### src/rtl/dcc_bit_decoder_pkg.sv
// Shared definitions for the DCC bit decoder.
//   dcc_state_e : decoder FSM states (HUNT, LOW, HIGH)
//   dcc_cls_e   : half-period classes (CLS_NONE, CLS_ONE, CLS_ZERO)
//   DEF_*       : default timing windows in clk cycles. They bracket the
//                 encoder prescaler, which emits 8-clk halves for a 1 and
//                 16-clk halves for a 0.
//   classify()  : maps a half-period length onto a class.
package dcc_bit_decoder_pkg;

    typedef enum logic [1:0] {
        HUNT = 2'd0,
        LOW  = 2'd1,
        HIGH = 2'd2
    } dcc_state_e;

    typedef enum logic [1:0] {
        CLS_NONE = 2'd0,
        CLS_ONE  = 2'd1,
        CLS_ZERO = 2'd2
    } dcc_cls_e;

    localparam int unsigned DEF_CNT_W    = 8;
    localparam int unsigned DEF_ONE_MIN  = 6;
    localparam int unsigned DEF_ONE_MAX  = 11;
    localparam int unsigned DEF_ZERO_MIN = 13;
    localparam int unsigned DEF_ZERO_MAX = 20;
    localparam int unsigned DEF_PRE_MIN  = 10;

    function automatic dcc_cls_e classify(input int unsigned cnt,
                                          input int unsigned one_min,
                                          input int unsigned one_max,
                                          input int unsigned zero_min,
                                          input int unsigned zero_max);
        if (cnt >= one_min && cnt <= one_max) return CLS_ONE;
        if (cnt >= zero_min && cnt <= zero_max) return CLS_ZERO;
        return CLS_NONE;
    endfunction

endpackage

### src/rtl/dcc_bit_decoder_if.sv
// Decoded bit stream from the DCC bit decoder to the packet assembler.
//   bit_valid    : 1-cycle pulse, a bit has been decoded
//   bit_value    : decoded bit, meaningful only while bit_valid is high
//   bit_error    : 1-cycle pulse, framing error or timeout
//   preamble_ok  : level, run of consecutive 1s has reached the preamble length
//   packet_start : 1-cycle pulse with bit_valid when a 0 follows a preamble
// master = decoder side, slave = assembler side.
interface dcc_bit_decoder_if;

    logic bit_valid;
    logic bit_value;
    logic bit_error;
    logic preamble_ok;
    logic packet_start;

    modport master (
        output bit_valid, bit_value, bit_error, preamble_ok, packet_start
    );

    modport slave (
        input bit_valid, bit_value, bit_error, preamble_ok, packet_start
    );

endinterface

### src/rtl/dcc_sync_edge.sv
// Two-flop synchronizer with registered edge pulses.
//   clk, reset_n : clock and asynchronous active-low reset
//   din          : asynchronous input
//   rise, fall   : 1-cycle pulses, registered, for a synchronized 0->1 / 1->0
// RESET_LEVEL is the idle level of the line; every stage resets to it so that
// releasing reset on an idle line never produces a pulse.
module dcc_sync_edge #(
    parameter bit RESET_LEVEL = 1'b1
) (
    input  logic clk,
    input  logic reset_n,
    input  logic din,
    output logic rise,
    output logic fall
);

    logic sync1;
    logic sync2;
    logic prev;

    // NOTE: every flop here uses <= so all stages sample the values from
    // before the clock edge; blocking assignments would collapse the chain.
    always_ff @(posedge clk or negedge reset_n) begin
        if (!reset_n) begin
            sync1 <= RESET_LEVEL;
            sync2 <= RESET_LEVEL;
            prev  <= RESET_LEVEL;
            rise  <= 1'b0;
            fall  <= 1'b0;
        end else begin
            sync1 <= din;
            sync2 <= sync1;
            prev  <= sync2;
            rise  <= sync2 & ~prev;
            fall  <= ~sync2 & prev;
        end
    end

endmodule

### src/rtl/dcc_bit_decoder.sv
// DCC bit decoder: recovers bits from a DCC waveform by timing half-periods.
//   clk, reset_n : clock and asynchronous active-low reset
//   dcc_in       : DCC waveform, asynchronous to clk, idles high
//   bus          : decoded bit stream (bit_valid, bit_value, bit_error,
//                  preamble_ok, packet_start), all registered
// A bit is a low half followed by a high half of the same class. An event
// caused by a dcc_in edge appears three clk edges after the edge that first
// samples the new level.
module dcc_bit_decoder
    import dcc_bit_decoder_pkg::*;
#(
    parameter int unsigned CNT_W    = DEF_CNT_W,
    parameter int unsigned ONE_MIN  = DEF_ONE_MIN,
    parameter int unsigned ONE_MAX  = DEF_ONE_MAX,
    parameter int unsigned ZERO_MIN = DEF_ZERO_MIN,
    parameter int unsigned ZERO_MAX = DEF_ZERO_MAX,
    parameter int unsigned PRE_MIN  = DEF_PRE_MIN
) (
    input  logic               clk,
    input  logic               reset_n,
    input  logic               dcc_in,
    dcc_bit_decoder_if.master  bus
);

    if (!(ONE_MIN <= ONE_MAX && ONE_MAX < ZERO_MIN && ZERO_MIN <= ZERO_MAX &&
          ZERO_MAX < (2 ** CNT_W) - 1)) begin : g_bad_timing
        $error("dcc_bit_decoder: timing windows must satisfy ONE_MIN <= ONE_MAX < ZERO_MIN <= ZERO_MAX < 2**CNT_W-1");
    end

    localparam int unsigned RUN_W = $clog2(PRE_MIN + 1);
    localparam logic [CNT_W-1:0] CNT_MAX = {CNT_W{1'b1}};
    localparam logic [CNT_W-1:0] TIMEOUT = CNT_W'(ZERO_MAX + 1);
    localparam logic [RUN_W-1:0] PRE_RUN = RUN_W'(PRE_MIN);

    logic             rise;
    logic             fall;
    logic [CNT_W-1:0] cnt;
    dcc_cls_e         cls;
    dcc_cls_e         stored_cls;
    dcc_state_e       state;
    logic [RUN_W-1:0] ones_run;

    logic bit_valid_q;
    logic bit_value_q;
    logic bit_error_q;
    logic preamble_q;
    logic packet_start_q;

    dcc_sync_edge #(.RESET_LEVEL(1'b1)) u_sync (
        .clk     (clk),
        .reset_n (reset_n),
        .din     (dcc_in),
        .rise    (rise),
        .fall    (fall)
    );

    // cnt holds the number of cycles since the last edge pulse; on an edge
    // pulse cycle it is the length of the half that just ended.
    always_ff @(posedge clk or negedge reset_n) begin
        if (!reset_n) begin
            cnt <= '0;
        end else if (rise || fall) begin
            cnt <= CNT_W'(1);
        end else if (cnt != CNT_MAX) begin
            cnt <= cnt + 1'b1;
        end
    end

    assign cls = classify(32'(cnt), ONE_MIN, ONE_MAX, ZERO_MIN, ZERO_MAX);

    // Edges alternate after synchronization, so LOW only waits for a rise and
    // HIGH only for a fall. An edge wins over the timeout on the same cycle.
    always_ff @(posedge clk or negedge reset_n) begin
        if (!reset_n) begin
            state          <= HUNT;
            stored_cls     <= CLS_NONE;
            ones_run       <= '0;
            bit_valid_q    <= 1'b0;
            bit_value_q    <= 1'b0;
            bit_error_q    <= 1'b0;
            preamble_q     <= 1'b0;
            packet_start_q <= 1'b0;
        end else begin
            bit_valid_q    <= 1'b0;
            bit_error_q    <= 1'b0;
            packet_start_q <= 1'b0;
            case (state)
                HUNT: begin
                    if (fall) state <= LOW;
                end
                LOW: begin
                    if (rise) begin
                        if (cls != CLS_NONE) begin
                            stored_cls <= cls;
                            state      <= HIGH;
                        end else begin
                            bit_error_q <= 1'b1;
                            ones_run    <= '0;
                            preamble_q  <= 1'b0;
                            state       <= HUNT;
                        end
                    end else if (cnt == TIMEOUT) begin
                        bit_error_q <= 1'b1;
                        ones_run    <= '0;
                        preamble_q  <= 1'b0;
                        state       <= HUNT;
                    end
                end
                HIGH: begin
                    if (fall) begin
                        // This falling edge also opens the low half of the next bit.
                        state <= LOW;
                        if (cls == stored_cls) begin
                            bit_valid_q <= 1'b1;
                            bit_value_q <= (cls == CLS_ONE);
                            if (cls == CLS_ONE) begin
                                if (ones_run != PRE_RUN) begin
                                    ones_run   <= ones_run + 1'b1;
                                    preamble_q <= (ones_run == PRE_RUN - 1'b1);
                                end
                            end else begin
                                packet_start_q <= preamble_q;
                                ones_run       <= '0;
                                preamble_q     <= 1'b0;
                            end
                        end else begin
                            bit_error_q <= 1'b1;
                            ones_run    <= '0;
                            preamble_q  <= 1'b0;
                        end
                    end else if (cnt == TIMEOUT) begin
                        bit_error_q <= 1'b1;
                        ones_run    <= '0;
                        preamble_q  <= 1'b0;
                        state       <= HUNT;
                    end
                end
                default: state <= HUNT;
            endcase
        end
    end

    assign bus.bit_valid    = bit_valid_q;
    assign bus.bit_value    = bit_value_q;
    assign bus.bit_error    = bit_error_q;
    assign bus.preamble_ok  = preamble_q;
    assign bus.packet_start = packet_start_q;

endmodule

### src/flat_wrapper.sv
// flat-port wrapper written by rule: the top's interface ports become plain ports
module dcc_bit_decoder_flat import dcc_bit_decoder_pkg::*;
#(
    parameter int unsigned CNT_W    = DEF_CNT_W,
    parameter int unsigned ONE_MIN  = DEF_ONE_MIN,
    parameter int unsigned ONE_MAX  = DEF_ONE_MAX,
    parameter int unsigned ZERO_MIN = DEF_ZERO_MIN,
    parameter int unsigned ZERO_MAX = DEF_ZERO_MAX,
    parameter int unsigned PRE_MIN  = DEF_PRE_MIN
)
  (clk, reset_n, dcc_in, bus_bit_valid, bus_bit_value, bus_bit_error, bus_preamble_ok, bus_packet_start);
  dcc_bit_decoder_if bus_i ();
  input  logic clk;
  input  logic reset_n;
  input  logic dcc_in;
  output wire logic [$bits(bus_i.bit_valid)-1:0] bus_bit_valid;
  output wire logic [$bits(bus_i.bit_value)-1:0] bus_bit_value;
  output wire logic [$bits(bus_i.bit_error)-1:0] bus_bit_error;
  output wire logic [$bits(bus_i.preamble_ok)-1:0] bus_preamble_ok;
  output wire logic [$bits(bus_i.packet_start)-1:0] bus_packet_start;
  assign bus_bit_valid = bus_i.bit_valid;
  assign bus_bit_value = bus_i.bit_value;
  assign bus_bit_error = bus_i.bit_error;
  assign bus_preamble_ok = bus_i.preamble_ok;
  assign bus_packet_start = bus_i.packet_start;
  dcc_bit_decoder #(.CNT_W(CNT_W), .ONE_MIN(ONE_MIN), .ONE_MAX(ONE_MAX), .ZERO_MIN(ZERO_MIN), .ZERO_MAX(ZERO_MAX), .PRE_MIN(PRE_MIN)) u_core (.clk(clk), .reset_n(reset_n), .dcc_in(dcc_in), .bus(bus_i));
endmodule
### config.mk
export PLATFORM = sky130hd
export DESIGN_NAME = dcc_bit_decoder_flat
export DESIGN_NICKNAME = d
export VERILOG_FILES = /design/src/rtl/dcc_bit_decoder_pkg.sv /design/src/rtl/dcc_bit_decoder_if.sv /design/src/rtl/dcc_sync_edge.sv /design/src/rtl/dcc_bit_decoder.sv /design/src/flat_wrapper.sv
export SDC_FILE = /design/constraint.sdc
export NUM_CORES = 1
export LEC_CHECK = 0
export ABC_AREA = 0
export CAP_MARGIN = 20
export CORE_ASPECT_RATIO = 1.25
export CORE_MARGIN = 2
export CORE_UTILIZATION = 39
export CTS_BUF_LIST = sky130_fd_sc_hd__clkbuf_4
export DETAILED_ROUTE_END_ITERATION = 8
export HOLD_SLACK_MARGIN = 0.05
export PLACE_DENSITY = 0.65
export SETUP_SLACK_MARGIN = 0.3
export SYNTH_ARGS = -nofsm -noshare
export SYNTH_HDL_FRONTEND = slang
export SYNTH_SLANG_ARGS = --single-unit
### constraint.sdc
create_clock -name clk -period 2.4 [get_ports clk]
set_input_delay 0.24 -clock clk [delete_from_list [all_inputs] [get_ports clk]]
set_output_delay 0.24 -clock clk [all_outputs]
set_load 0.005 [all_outputs]
[After elaboration in Yosys (flattened, before gate mapping)]
Cells that the tools add are included.
Storage, ports and cells
  flip-flop bits (word level): 26
  logic and storage cells: 89
Cells by class
  add/sub/neg operators: 2
  magnitude comparators: 4
  equal/unequal tests: 11
  mux-type cells: 44
  bitwise logic cells: 4
  reduce and logical (&&, ||, !) cells: 10
Operators by type and width (number)
  $mux W4: 7
  $mux W1: 22
  $mux W2: 9
  $mux W8: 2
  $reduce_and A3 Y1: 3
  $add A8 B1 Y8 const B: 1
  $eq A8 B5 Y1 const B: 1
  $ge A8 B3 Y1 const B: 1
  $ge A8 B4 Y1 const B: 1
  $le A8 B4 Y1 const B: 1
  $le A8 B5 Y1 const B: 1
  $ne A8 B8 Y1 const B: 1
  $pmux W4 S2: 1
  $pmux W2 S3: 1
  $reduce_bool A2 Y1: 3
  $ne A5 B5 Y1 const B: 1
  $add A4 B1 Y4 const B: 1
  $eq A2 B1 Y1 const B: 2
  $eq A4 B4 Y1 const B: 1
  $ne A4 B4 Y1 const B: 1
  $pmux W1 S2: 2
  $ne A3 B3 Y1 const B: 1
  $and A1 B1 Y1: 2
  $eq A2 B2 Y1: 1
  other kinds (6): 8

[Longest topological paths before layout]
Gate-level depths: netlist of the first run.
  word-level depth: 11
  mapped depth: 9
  gate-level depth less buffers: 8

[Modules after synthesis]
A second synthesis of the first run with hierarchy kept.
Unflattened totals
  cells, all modules: 152
  area, all modules: 1557.7 um2
By module, submodules not included
  dcc_bit_decoder: instances 1, cells each 145, area an instance 1413.9 um2
  dcc_sync_edge: instances 1, cells each 7, area an instance 143.9 um2

[Least setup slack after synthesis of the first run]
No wires, ideal clock.
  kind: register to register
  start: register u_core.cnt[1]
  end: register u_core.bit_value_q, in the netlist u_core.bus.bit_value
  library setup time: 0.119 ns
  arrival: 1.947 ns
  data required time: 2.281 ns
  path slack: 0.335 ns
  stages on the path, launching flop included: 10
  period minus slack after synthesis: 2.065 ns
  cell sequence: dfrtp_1 > inv_1 > ha_1 > and2b_1 > o32a_4 > xor2_1 > and4bb_1 > buf_6 > a21oi_1 > a21bo_1
On the way
  cells in the longest elaborated chain, start to end: 8
  elaborated cells on any way between the ends: 15
  those cells by class: 4 x order compare; 2 x eq/ne; 6 x mux; 3 x reduce/logical
RTL lines
  from (decl): line dcc_bit_decoder.sv:37  | logic [CNT_W-1:0] cnt;
  from (signal assigned): line dcc_bit_decoder.sv:65  | cnt <= cnt + 1'b1;
  $ge A8 B4 Y1 or $le A8 B5 Y1 (tied branches): line dcc_bit_decoder_pkg.sv:35  | if (cnt >= zero_min && cnt <= zero_max) return CLS_ZERO;
  $logic_and A1 B1 Y1: line dcc_bit_decoder_pkg.sv:35
  $mux W1 (2 in a row): line dcc_bit_decoder_pkg.sv:35
  $mux W2: line dcc_bit_decoder_pkg.sv:36  | return CLS_NONE;
  $mux W2 (*): line dcc_bit_decoder_pkg.sv:35
  $eq A2 B2 Y1: line dcc_bit_decoder.sv:113  | if (cls == stored_cls) begin
  $reduce_and A3 Y1 (no source line)
  to (signal assigned): line dcc_bit_decoder.sv:115  | bit_value_q <= (cls == CLS_ONE);
  to (decl): line dcc_bit_decoder.sv:44  | logic bit_value_q;
Every way passes the cells marked *; elsewhere a longest branch is shown, timed or not. The select of a mux whose other input is x is not followed.
A chain may end at the register's enable or synchronous reset.

[Worst setup path after layout of the first run]
  start: register u_core.cnt[1]
  end: register u_core.ones_run[1]
On the way
  cells in the longest elaborated chain, start to end: 11
  elaborated cells on any way between the ends: 25
  those cells by class: 4 x order compare; 5 x eq/ne; 12 x mux; 4 x reduce/logical
RTL lines
  $ge A8 B4 Y1 or $le A8 B5 Y1 (tied branches): line dcc_bit_decoder_pkg.sv:35
  $logic_and A1 B1 Y1: line dcc_bit_decoder_pkg.sv:35
  $mux W1 (2 in a row): line dcc_bit_decoder_pkg.sv:35
  $mux W2: line dcc_bit_decoder_pkg.sv:36
  $mux W2: line dcc_bit_decoder_pkg.sv:35
  $eq A2 B1 Y1: line dcc_bit_decoder.sv:116  | if (cls == CLS_ONE) begin
  $mux W4: line dcc_bit_decoder.sv:116
  $mux W4: line dcc_bit_decoder.sv:113
  $mux W4: line dcc_bit_decoder.sv:110  | if (fall) begin
  $pmux W4 S2: line dcc_bit_decoder.sv:87  | case (state)
  to (signal assigned): line dcc_bit_decoder.sv:118  | ones_run <= ones_run + 1'b1;
  to (decl): line dcc_bit_decoder.sv:41  | logic [RUN_W-1:0] ones_run;
Parallel ways exist; a longest one is shown, timed or not. The select of a mux whose other input is x is not followed.

==> out/qor.yml, run 1 <==
grt_overflow: 0
worst_slew_pin_slew_ns: 0.387
setup_tns_ns: 0
setup_viol: 0
hp-class: "primary input to asynchronous set/reset pin"
postSynthAreaPerCell_um2: 9.88
core-area_um2: 3720
placed_area_um2: 1590
syn_area_um2: 1480
rows: 25
status: "completed"
slowest_delay_ns: 0.44
worst_setup_path_end_kind: "flip-flop"
dp_hpwl_mm: 2.07
place_ws_ns: 0.107
drc: 0
htree_num_levels: 1
first_pass_iters: 4
path_clk_slew_ns: 0.14
synth_top_flop_cell: "dfrtp_1"
r2r_setup_slack_ns: 0.31
initial_core_util_pct: 39.8
powerDensity_nw_per_um2: 606
crit_chain: "buf_4, ha_1, or2_4, a21oi_4, o21ai_4, a221o_1, a21oi_2, o22ai_1"
stdcell_area_um2: 1730
cellInternalPower_w: 0.000693
fin_nets: 182
cap_violations: 0
grt_max_degree: 27
routed_via_density: 5.49
crit_start: "u_core.cnt[1]"
p_switching_w: 0.000354
min_period_ns: 2.09
cts-root-buf: "clkbuf_4"
reg2reg_depth: 8
finalWorstSetupSlack_ns: 0.314
switching_share_pct: 33.8
cts_buffers: 3
drive_above_1_share_pct: 18.6
fin_crit_sh_pct: 86.9
path_buf_inv: 1
synthCells: 150
clock_latency_ns: 0.32
ys_async_sr_fraction_pct: 100
drt_iter0_drc: 26
critPathLaunchType: "flip-flop"
p_seq_share_pct: 49.9
ant_nets: 0
die_x_um: 59.2
track_usage_pct: 14.8
critPathCapture: "u_core.ones_run[1]"
timing.rr.start: "u_core.cnt[1]"
cts_tree: "done"
post_drt_wl_per_cell_um: 13.8
finalHoldViolations: 0
ys_types: 47
cts_hold_buf: 0
via_count: 1137
worst-path-stages: 8
cpMaxStageDelayCell: "dfrtp_2"
grt_pass1_wl_mm: 4.97
path_class: "flip-flop to flip-flop"
dieArea_um2: 4310
ys_seq_elements: 26
areaGrowthSynthToFinish_pct: 16.6
cp.arrival_ns: 2.29
rsz0062_at_grt: "true"
port_buffers: 7
r2r_end: "u_core.ones_run[1]"
skew_ns: 0.0135
clk_path_buf_depth: 2
cts_sinks: 26
antenna_found_initial: 0
leakage_nw: 0.767
ys_warn_count: 0
place_congestion: 0.837
worstPathMaxFanout: 5
io_pins: 8
diodes: 0
comb_power_share_pct: 32.3
synth_edf_count: 0
grt_pass1_vias: 1163
crit_required_ns: 2.60
ir_drop_uv: 310
drv_slew: 0
finalWirelength_mm: 2.85
critPathTopFamily: "compound AO/OA/AOI/OAI gates"
synth_nets: 164
clkPwrFrac_pct: 17.8
max_freq_mhz: 479
die_h_um: 72.9
relSlewSlack_pct: 74.2
ys_seq_area_share_pct: 44.1
## cells in the mapped netlist (2+ instances only)
library cell | count | area [um^2]
inv_1 | 15 | 56.3
nor3_1 | 3 | 15.0
nor2b_1 | 4 | 25.0
o21ai_0 | 4 | 20.0
o22ai_1 | 2 | 12.5
nand4_1 | 3 | 18.8
and2b_1 | 3 | 22.5
dfrtp_1 | 23 | 576
xor2_1 | 3 | 26.3
nor3b_1 | 2 | 15.0
dfstp_2 | 3 | 78.8
nand2_1 | 8 | 30.0
and3_1 | 2 | 12.5
ha_1 | 11 | 138
a211oi_1 | 3 | 22.5
nand3_1 | 7 | 35.0
a21oi_1 | 11 | 55.1
o21ai_1 | 2 | 10.0
nor2_1 | 11 | 41.3
a21oi_2 | 2 | 17.5
mux2i_1 | 2 | 20.0
## cells by family (layout without fill, tap and decap cells)
logic type,after synthesis,after routing,synth area share [%]
buffers and inverters,17,34,4.89
multiplexers,3,3,2.11
adder cells (fa/ha/maj),11,11,9.28
flip-flops,26,26,44.1
AO/OA/AOI/OAI,36,36,16.9
AND/OR/NAND/NOR,53,53,20.3
XOR/XNOR,4,4,2.36
## what timing repair did
item / CTS / global route
endpoints found under the hold margin: 0 / 0
buffers inserted: 6 / 1
gates resized for setup: 10 / 5
setup endpoints to repair: 11 / 10
pin swaps: 3 / 2
## worst min path at each step
| stage | slack [ns] | cells after the start | end | startpoint |
|---|---|---|---|---|
| final | 0.26 | 2 | u_core.ones_run[3] | reset_n |
| after global routing | 0.26 | 2 | u_core.ones_run[3] | reset_n |
| after CTS | 0.26 | 2 | u_core.ones_run[3] | reset_n |
| after detailed placement | 0.35 | 0 | u_core.u_sync.sync2 | u_core.u_sync.sync1 |
| after global placement | 0.35 | 0 | u_core.u_sync.sync2 | u_core.u_sync.sync1 |
| after floorplan | -0.06 | 0 | u_core.bus.bit_error | reset_n |
## per-stage QoR
step	hold WS, ns	instances	util (%)	power, W
floorplan	-0.0556	150	-	0.000729
global placement	0.347	196	42.8	0.000792
detailed placement	0.348	196	42.8	0.000806
CTS	0.258	206	45.6	0.00105
global route	0.265	207	46.5	0.00112
finish	0.265	207	46.5	0.00105
## worst reg2reg max path: stages, from the launching register on
cell and delay, ns:
dfrtp_2 0.44, buf_4 0.14, ha_1 0.18, or2_4 0.26, a21oi_4 0.19, o21ai_4 0.09
a221o_1 0.40, a21oi_2 0.18, o22ai_1 0.10
## flip-flops by register name, summed over array words and instances, names as in the netlist
name                     flops
u_core.bus.bit_error         1
u_core.bus.packet_start      1
u_core.ones_run              4
u_core.cnt                   8
u_core.bus.preamble_ok       1
u_core.u_sync.rise           1
u_core.bus.bit_valid         1
u_core.u_sync.prev           1
u_core.u_sync.sync1          1
u_core.stored_cls            2
u_core.u_sync.sync2          1
u_core.state                 2
u_core.u_sync.fall           1
u_core.bus.bit_value         1
## per-layer routing
metal  vias up  wire (um)  GRT usage, %  part of all wire, %
met5         -          0             0                    0
met2        17       1520          26.7                   53
li1        560          -             -                    -
met3         7         70          1.77                  2.5
met4         0         76          7.07                  2.7
met1       553       1180          17.1                   41
## placed cells by master, fill, tap and decap left out, drive strengths merged, types with 4 or more instances in the layout
cell and n:
buf 8, o21ai 6, nand2 8, dfrtp 23
a21oi 13, nor3 4, clkdlybuf4s50 7, inv 15
ha 11, nor2 11, nand3 7, nor2b 4
## power groups by stage
stage / combinational, W / sequential, W / clock, W
after floorplan: 0.000209 / 0.000520 / 0
after global placement: 0.000263 / 0.000529 / 0
after detailed placement: 0.000275 / 0.000531 / 0
after CTS: 0.000326 / 0.000519 / 0.000202
after global routing: 0.000380 / 0.000528 / 0.000215
final: 0.000338 / 0.000523 / 0.000186
## cell type report
class | count | area (um^2)
inverter | 15 | 56.3
fill | 366 | 1990
multi-input combinational | 107 | 810
sequential | 26 | 657
clock inverter | 1 | 3.75
clock buffer | 3 | 22.5
timing repair buffer | 15 | 130
tap | 40 | 50.0
Power figures use the tool's default switching activity.
==> run 2: changes to the inputs <==
--- a/config.mk
+++ b/config.mk
@@ -6,14 +6,14 @@
 export NUM_CORES = 1
 export LEC_CHECK = 0
 export ABC_AREA = 0
-export CAP_MARGIN = 20
+export ABC_CLOCK_PERIOD_IN_PS = 2400
 export CORE_ASPECT_RATIO = 1.25
 export CORE_MARGIN = 2
 export CORE_UTILIZATION = 39
 export CTS_BUF_LIST = sky130_fd_sc_hd__clkbuf_4
 export DETAILED_ROUTE_END_ITERATION = 8
 export HOLD_SLACK_MARGIN = 0.05
-export PLACE_DENSITY = 0.65
+export PLACE_DENSITY = 0.68
 export SETUP_SLACK_MARGIN = 0.3
 export SYNTH_ARGS = -nofsm -noshare
 export SYNTH_HDL_FRONTEND = slang
==> run 2 against run 1 <==
  * Critical path type unchanged
  * Register-to-register slack improved by 0.02 ns
  * Combinational power about the same
  * Cell count decreased by 0.97%
  * Sequential power about the same
  * Clock-buffer cell count increased by 1
  * Via count increased by 2.2%
  * Critical path depth unchanged
  * Sequential share of layout area increased by 0.093 points
  * Die area unchanged
  * First-iteration DRC count increased by 130%
  * Final area decreased by 0.43%
==> out/qor.yml, run 2 (same netlist as run 1, synthesis figures left out) <==
status: "completed"
rsz0062_at_grt: "true"
ir_drop_uv: 233
total_power_w: 0.00107
drc: 0
port_buffers: 7
diodes: 0
timing.hold.ws_ns: 0.240
rows: 25
grt_max_degree: 27
max_freq_mhz: 485
cts-root-buf: "clkbuf_4"
htree_num_levels: 1
finalHoldViolations: 0
path_class: "flip-flop to flip-flop"
largest_reg_flops: 8
via_count: 1162
place_ws_ns: 0.149
setup_viol: 0
drive_above_1_share_pct: 17.0
routed_via_density: 5.67
clock_latency_ns: 0.34
skew_ns: 0.0168
largest-register: "u_core.cnt"
worst_slew_pin_slew_ns: 0.403
initial_core_util_pct: 39.8
die_x_um: 59.2
critPathLaunchType: "flip-flop"
relSlewSlack_pct: 73.2
worstPathMaxFanout: 6
final_util_pct: 46.3
powerDensity_nw_per_um2: 623
antenna_found_initial: 0
first_pass_iters: 4
grt_pass1_wl_mm: 5.15
track_usage_pct: 15.3
fin_nets: 180
setup_tns_ns: 0
dieArea_um2: 4310
cts_sinks: 26
worst_setup_path_end_kind: "flip-flop"
place_congestion: 0.856
ant_nets: 0
cts_buffers: 3
io_pins: 8
fin_crit_sh_pct: 86.0
path_clk_slew_ns: 0.15
cts_tree: "done"
post_drt_wl_per_cell_um: 14.5
hp-class: "primary input to asynchronous set/reset pin"
core-area_um2: 3720
top_regs: "u_core.cnt (8), u_core.ones_run (4)"
regArea_um2: 656
areaGrowthSynthToFinish_pct: 16.1
finalWirelength_mm: 2.97
leakage_nw: 0.770
dp_hpwl_mm: 2.07
final_cell_mix: "dfrtp_1, inv_1, nor2_1"
final_common_cell: "dfrtp_1"
clk_path_buf_depth: 2
die_h_um: 72.9
min_period_ns: 2.06
cp.arrival_ns: 2.32
grt_overflow: 0
drt_iter0_drc: 60
multi_input_area_um2: 815
grt_pass1_vias: 1204
fill_cells: 345
finalWorstSetupSlack_ns: 0.336
cap_violations: 0
crit_required_ns: 2.66
drv_slew: 0
-- run 2: area by class of cell --
type	count	area share (%)
clock buffer	4	1.74
sequential	26	38.1
tap	40	2.91
inverter	15	3.27
multi-input combinational	107	47.3
timing repair buffer	13	6.69
-- run 2: power breakdown --
part	leakage [nW]	internal (W)	switching (W)	total, W
registers	0.343	0.000476	0.0000474	0.000523
logic	0.409	0.000152	0.000186	0.000338
clock network	0.0184	0.0000767	0.000134	0.000211
-- run 2: stage by stage --
step,instances,instance area (um^2)
finish,205,1720
global route,205,1720
floorplan,150,1480
CTS,203,1670
detailed placement,196,1590
global placement,196,1590
-- run 2: timing repair --
item                       CTS  global route
hold endpoints to repair     0             0
setup buffers                3             2
setup endpoints to repair    9             9
hold buffers                 0             0
gates resized for setup      6             9
pin swaps                    2             5
-- run 2: path summary, 6_finish.rpt --
path	from	endpoint	slack (ns)	cells past startpoint
worst max-delay path	u_core.cnt[1]	u_core.ones_run[0]	0.34	8
worst min-delay path	reset_n	u_core.bus.bit_error	0.24	2
worst max register to register	u_core.cnt[1]	u_core.ones_run[0]	0.34	8
worst min register to register	u_core.u_sync.sync1	u_core.u_sync.sync2	0.37	0
max in group asynchronous	reset_n	u_core.u_sync.prev	1.84	2
min in group clk	dcc_in	u_core.u_sync.sync1	0.30	1
-- run 2: critical path, cell delays in order, from the launching register on --
cell and delay, ns:
dfrtp_1 0.44, inv_2 0.11, ha_4 0.13, and2b_1 0.18, o32a_4 0.35, xor2_2 0.16, and4bb_4 0.31, nand3b_1 0.13
mux2i_1 0.17
-- run 2: per-layer routing --
metal	global-route usage [%]	vias up	share of wire, %
met5	0	-	0
met4	6.31	0	1.4
met3	2.48	5	3.4
met1	17.5	579	42
met2	27.7	24	53
li1	-	554	-
